--- config.mk ---
export PLATFORM = sky130hd
export DESIGN_NAME = bcd_chain_down_counter
export DESIGN_NICKNAME = d
export VERILOG_FILES = /design/src/rtl/bcd_chain_down_counter.sv
export SDC_FILE = /design/constraint.sdc
export NUM_CORES = 1
export LEC_CHECK = 0
export ABC_AREA = 1
export CORE_MARGIN = 2
export CORE_UTILIZATION = 38
export CTS_BUF_LIST = sky130_fd_sc_hd__clkbuf_4
export CTS_CLUSTER_SIZE = 8
export DETAILED_ROUTE_END_ITERATION = 10
export GPL_ROUTABILITY_DRIVEN = 0
export PLACE_DENSITY_LB_ADDON = 0.3
export SYNTH_ARGS = -nofsm -noshare
export SYNTH_HDL_FRONTEND = slang
export SYNTH_SLANG_ARGS = --single-unit
--- constraint.sdc ---
create_clock -name clock -period 1 [get_ports clock]
set_input_delay 0.1 -clock clock [delete_from_list [all_inputs] [get_ports clock]]
set_output_delay 0.1 -clock clock [all_outputs]
set_load 0.05 [all_outputs]
--- src/rtl/bcd_chain_down_counter.sv ---
// Cascadable multi-digit down-counter with per-digit modulus and borrow chain.
// Define HOLD_AT_ZERO_EN to hold at all-zeros instead of wrapping.
module bcd_chain_down_counter #(
    parameter int                    DIGITS   = 2,
    parameter logic [4*DIGITS-1:0]   MOD_LIST = {4'd6, 4'd10}
) (
    input  logic                  clock,
    input  logic                  clrn,
    input  logic                  loadn,
    input  logic                  enable,
    input  logic [4*DIGITS-1:0]   data,
    output logic [4*DIGITS-1:0]   count,
    output logic [DIGITS-1:0]     digit_tc,
    output logic                  zero,
    output logic                  tc
);

    generate
        if (DIGITS < 1 || DIGITS > 8) begin : g_bad_digits
            $error("DIGITS must be 1..8");
        end
        for (genvar g = 0; g < DIGITS; g++) begin : g_mod_chk
            if (int'(MOD_LIST[4*g +: 4]) < 2 || int'(MOD_LIST[4*g +: 4]) > 10) begin : g_bad_mod
                $error("digit modulus must be 2..10");
            end
        end
    endgenerate

    logic [4*DIGITS-1:0] count_q;
    logic [4*DIGITS-1:0] count_d;
    // brw[i]: digits 0..i-1 are all zero, so digit i may step
    logic [DIGITS:0]     brw;
    logic                hold;

`ifdef HOLD_AT_ZERO_EN
    assign hold = brw[DIGITS];
`else
    assign hold = 1'b0;
`endif

    always_comb begin
        brw[0] = 1'b1;
        for (int i = 0; i < DIGITS; i++) begin
            brw[i+1] = brw[i] & (count_q[4*i +: 4] == 4'd0);
        end
    end

    always_comb begin
        count_d = count_q;
        for (int i = 0; i < DIGITS; i++) begin
            if (!loadn) begin
                if (data[4*i +: 4] >= MOD_LIST[4*i +: 4])
                    count_d[4*i +: 4] = MOD_LIST[4*i +: 4] - 4'd1;
                else
                    count_d[4*i +: 4] = data[4*i +: 4];
            end else if (enable && brw[i] && !hold) begin
                if (count_q[4*i +: 4] == 4'd0)
                    count_d[4*i +: 4] = MOD_LIST[4*i +: 4] - 4'd1;
                else
                    count_d[4*i +: 4] = count_q[4*i +: 4] - 4'd1;
            end
        end
    end

    always_ff @(posedge clock or negedge clrn) begin
        if (!clrn)
            count_q <= '0;
        else
            count_q <= count_d;
    end

    assign count    = count_q;
    assign zero     = brw[DIGITS];
    assign digit_tc = {DIGITS{enable}} & brw[DIGITS:1];
    assign tc       = digit_tc[DIGITS-1];

endmodule

==> results of run 1 <==
[synthesized netlist by cell type]
cell,n,area (um^2)
sky130_fd_sc_hd__nand2_1,31,116.4
sky130_fd_sc_hd__inv_1,13,48.80
sky130_fd_sc_hd__dfrtp_1,8,200.2
sky130_fd_sc_hd__nor2_1,7,26.28
sky130_fd_sc_hd__a21oi_1,6,30.03
sky130_fd_sc_hd__o21ai_0,5,25.02
sky130_fd_sc_hd__nor2_2,3,18.77
sky130_fd_sc_hd__buf_4,1,7.510
sky130_fd_sc_hd__buf_6,1,11.26
sky130_fd_sc_hd__nand2_4,1,11.26
sky130_fd_sc_hd__nand3_1,1,5.000
sky130_fd_sc_hd__nand3_2,1,10.01
sky130_fd_sc_hd__nand3b_1,1,7.510
sky130_fd_sc_hd__nor3_1,1,5.000
sky130_fd_sc_hd__nor4_1,1,6.260
sky130_fd_sc_hd__o21ai_1,1,5.000
sky130_fd_sc_hd__or2_4,1,8.760
[timing repair]
item,4_1_cts
setup buffers,5
gates resized for setup,21
pin swaps,0
setup endpoints to repair,20
[per-stage QoR]
| step | utilization | hold WS, ps | instances | cell area (um^2) |
|---|---|---|---|---|
| after floorplan | - | -195.6 | 83 | 601.8 |
| after CTS | 0.9516 | 144.3 | 151 | 1254 |
| after detailed placement | 0.8509 | 415.5 | 142 | 1121 |
| after global placement | 0.8509 | 406.0 | 142 | 1121 |
[cell families after synthesis]
group / after synthesis / synth area share
simple gates: 48 / 0.3963
buf+inv: 15 / 0.1244
compound gates: 12 / 0.1106
flops: 8 / 0.3687
==> summary.md, run 1 <==
| Metric | Value |
|---|---|
| Status | `aborted with a tool error` |
| Stopped at | `global routing` |
| First error line in the log | `[ERROR DPL-0038] Utilization greater than 100%, impossible to legalize` |
| Cell Area, Synth | `543.0 um^2` |
| Quantity of I/O buffers inserted on ports | `23` |
| Clock tree sinks | `8` |
| Worst slack at placement | `-309.4 ps` |
| Flops & latches, synth | `8` |
| Synthesized instance count | `83` |
| Hold buffer count at cts | `0` |
| Count of unique library cells instantiated by Yosys | `17` |
| # rows | `13` |
| Post-Syn Nets | `95` |
| Maximum root-to-sink buffer count | `2` |
| Worst endpoint from the post-global-route timing repair | `digit_tc[1]` |
| Width of the die | `41.80 um` |
| Maximum level of the CTS H-tree | `1` |
| Post-Syn Area per Cell | `6.542 um^2` |
| Half-perimeter wire length after placement | `1417 um` |
| Number of I/O pins | `24` |
| Chip Height | `41.80 um` |
| Post-synthesis sequential area ratio | `0.3687` |
| Maximum number of pins on one net before global-route repair | `9` |
| Number of warning messages in the yosys log | `0` |
| Clk Tree Root Cell | `sky130_fd_sc_hd__clkbuf_4` |
| Starting density of the core | `0.4122` |
| Number of CTS-inserted buffers | `3` |
| Worst endpoint kind after the last repair | `top-level output` |
==> inputs of run 2 (changes only) <==
CORE_AREA = 2 2 63 65   (was unset)
CORE_MARGIN = unset   (was 2)
CORE_UTILIZATION = unset   (was 38)
CTS_BUF_LIST = unset   (was sky130_fd_sc_hd__clkbuf_4)
CTS_CLUSTER_SIZE = unset   (was 8)
DIE_AREA = 0 0 65 67   (was unset)
PLACE_DENSITY_LB_ADDON = 0.15   (was 0.3)
clock period = 1.3 ns   (was 1 ns; I/O delays follow)
==> summary.md, run 2 <==
| Metric | Value |
|---|---|
| Max VDD drop | `0.4014 mV` |
| Kind of critical path | `flop to primary output` |
| Initial antenna violation count | `0` |
| Critical Path Start Type | `flop` |
| Worst clock skew on the final layout | `2.118 ps` |
| Pre-antenna DRT Iters | `4` |
| Layout Area Growth over Synthesis | `126.5%` |
| Most frequent cells in the layout | `sky130_fd_sc_hd__nand2_1, sky130_fd_sc_hd__buf_4, sky130_fd_sc_hd__buf_12, sky130_fd_sc_hd__clkdlybuf4s50_1, sky130_fd_sc_hd__inv_1` |
| Number of I/O pins | `24 (unchanged)` |
| # rows | `22 (+9)` |
| Arrival time at the worst endpoint | `1310 ps` |
| Share of the clock period used by the worst path after layout | `1.108` |
| Post-synthesis async set-or-reset flop share | `1.000 (unchanged)` |
| Number of CTS-inserted buffers | `3 (unchanged)` |
| Clock transition at path regs | `50 ps` |
| Largest cells by area after synthesis | `sky130_fd_sc_hd__dfrtp_1, sky130_fd_sc_hd__nand2_1, sky130_fd_sc_hd__inv_1, sky130_fd_sc_hd__a21oi_1, sky130_fd_sc_hd__nor2_1` |
| Filler cell count | `387` |
| Count of unique library cells instantiated by Yosys | `17 (unchanged)` |
| Detailed Route WL | `1791 um` |
| Status | `complete, but fails checks` |
| Maximum clock frequency | `694.2 MHz` |
| Most frequent cells after synthesis | `sky130_fd_sc_hd__nand2_1, sky130_fd_sc_hd__inv_1, sky130_fd_sc_hd__dfrtp_1` |
| Chip Height | `67 um (+60%)` |
| Routed via count | `668` |
| Largest register FFs | `8` |
| Maximum level of the CTS H-tree | `1 (unchanged)` |
| Post-synthesis sequential area ratio | `0.3687 (unchanged)` |
| Number of nets in the final layout | `141` |
| Post-synth top area share | `0.3687 (unchanged)` |
| P per Cell Area | `1163 nW/um^2` |
| # setup viols final | `4` |
| Commonest non-fill, non-tap cell in the layout | `sky130_fd_sc_hd__nand2_1` |
| Ratio of cells with drive above 1 in the final layout | `0.4609` |
| Worst-skew pair later-pin latency | `230 ps` |
| Number of global-route vias before repair | `641` |
| Cell Area, Synth | `543.0 um^2 (unchanged)` |
| Total count of max-transition violations in the final report | `0` |
| Vias per cell | `3.795` |
| Residual DRC | `0` |
| Critical Path End Type | `primary output` |
| RSZ-0062 raised after global routing | `true` |
| Cell Area, Placed | `1109 um^2 (-1.1%)` |
| Core area | `3606 um^2` |
| Number of warning messages in the yosys log | `0 (unchanged)` |
| Post-Syn Nets | `95 (unchanged)` |
| Routed Antenna Nets | `0` |
| Worst slack at placement | `-117.0 ps (+192.4 ps)` |
| Quantity of I/O buffers inserted on ports | `23 (unchanged)` |
| Leftover overflow at the end of global routing | `0` |
| Clk Tree Root Cell | `sky130_fd_sc_hd__clkbuf_8` |
| Count of routing violations after the opening detailed-route iteration | `21` |
| Clock tree sinks | `8 (unchanged)` |
| Endpoint required time on the critical path | `1170 ps` |
| Maximum root-to-sink buffer count | `2 (unchanged)` |
| Slew of the pin with the lowest slew margin | `414.0 ps` |
| Synthesized instance count | `83 (unchanged)` |
| Final worst setup slack | `-140.5 ps` |
| Most frequent cell after synthesis | `sky130_fd_sc_hd__nand2_1` |
| Dominant synthesized flop cell | `sky130_fd_sc_hd__dfrtp_1` |
| Maximum number of pins on one net before global-route repair | `9` |
| Starting density of the core | `0.1506 (-0.2616)` |
| Half-perimeter wire length after placement | `1448 um (+2.2%)` |
| Violated checks | `negative setup slack` |
| Slew margin rel. | `0.7232` |
| Max FO, Critical Path | `3` |
| Wire length of the first global-routing pass | `2891 um` |
| Final hold violation count | `0` |
| Total global routing track utilization | `0.08717` |
| Final routed wire length divided by cell count | `10.18 um` |
| Cell area after layout | `1230 um^2` |
| Clock tree from TritonCTS | `done` |
| Leakage power | `0.0005737 uW` |
| Cell taking the most area after synthesis | `sky130_fd_sc_hd__dfrtp_1` |
| Post-Syn Area per Cell | `6.542 um^2 (unchanged)` |
| Max-capacitance violation count | `0` |
| Antenna Cells | `0` |
| Number of synthesized flops with an enable pin | `0 (unchanged)` |
| Fin Setup TNS | `-482.7 ps` |
| Worst min path class | `primary input to async pin` |
| Total power after layout | `1430 uW` |
| Flops & latches, synth | `8 (unchanged)` |
| Width of the die | `65 um (+56%)` |
| Floorplan die area | `4355 um^2` |
| Time the worst path needs with I/O delays and setup | `1440 ps` |
## run 2: cell counts after synthesis
Identical to the previous run, type by type.
## run 2: critical path, stage by stage, from the launching register on
cell                      delay (ps)
sky130_fd_sc_hd__dfrtp_2         420
sky130_fd_sc_hd__nor2_4          170
sky130_fd_sc_hd__nand3_4         100
sky130_fd_sc_hd__nor3_4          220
sky130_fd_sc_hd__buf_12          180
## run 2: kinds of logic (layout without fill, tap and decap cells)
kind of cell | after synthesis | in the layout | synth area share
simple gates | 48 | 48 | 0.3963
buf+inv | 15 | 60 | 0.1244
compound gates | 12 | 12 | 0.1106
flops | 8 | 8 | 0.3687
## run 2: repair_timing
action | in CTS | in global routing
hold endpoints to repair | 0 | 0
hold buffers | 0 | 0
resized for setup | 6 | 9
setup endpoints to repair | 4 | 7
setup buffers | 3 | 2
pin swaps | 3 | 5
## run 2: path summary, 6_finish.rpt
path                                from        to  slack, ps  cells past startpoint
worst max register to register  count[1]  count[3]         40                      6
worst min-delay path                clrn  count[3]        200                      1
min in group clock                 loadn  count[5]        370                      4
worst max-delay path            count[1]        tc       -140                      4
max in group asynchronous           clrn  count[5]        790                      1
worst min register to register  count[6]  count[6]        600                      3
## run 2: area by class of cell
cell class | count | area, um^2 | area share
repair buffers | 43 | 523.0 | 0.4252
multi-input cells | 60 | 345.3 | 0.2808
flip-flops and latches | 8 | 207.7 | 0.1689
well taps | 48 | 60.06 | 0.04883
inverters | 13 | 48.80 | 0.03967
clock buffers | 4 | 45.04 | 0.03662
## run 2: report_power, final
part | switching (uW) | internal (uW) | leakage, uW | total, uW
Clock | 113 | 214 | 0.0000228 | 326
Combinational | 382 | 379 | 0.000460 | 762
Sequential | 48.5 | 293 | 0.0000911 | 342
Total | 543 | 887 | 0.000574 | 1430
## run 2: routing by layer
layer / track usage / share of wire
met2: 0.1353 / 0.49
met1: 0.1119 / 0.45
met5: 0 / 0
met3: 0.01858 / 0.039
met4: 0.04787 / 0.025
## run 2: per-stage QoR
stage                     hold WS, ps  instances    util
after floorplan                -165.6         83       -
after global placement          462.7        168  0.3074
after detailed placement        465.0        168  0.3074
after CTS                       218.8        175  0.3338
after global routing            238.2        176  0.3411
final                           201.3        176  0.3411
Power figures use the tool's default switching activity.
==> inputs of run 3 (changes only) <==
ABC_CLOCK_PERIOD_IN_PS = 1300   (was unset)
==> results of run 3 <==
No change in the layout: final DEF, timing and power equal those of run 2.
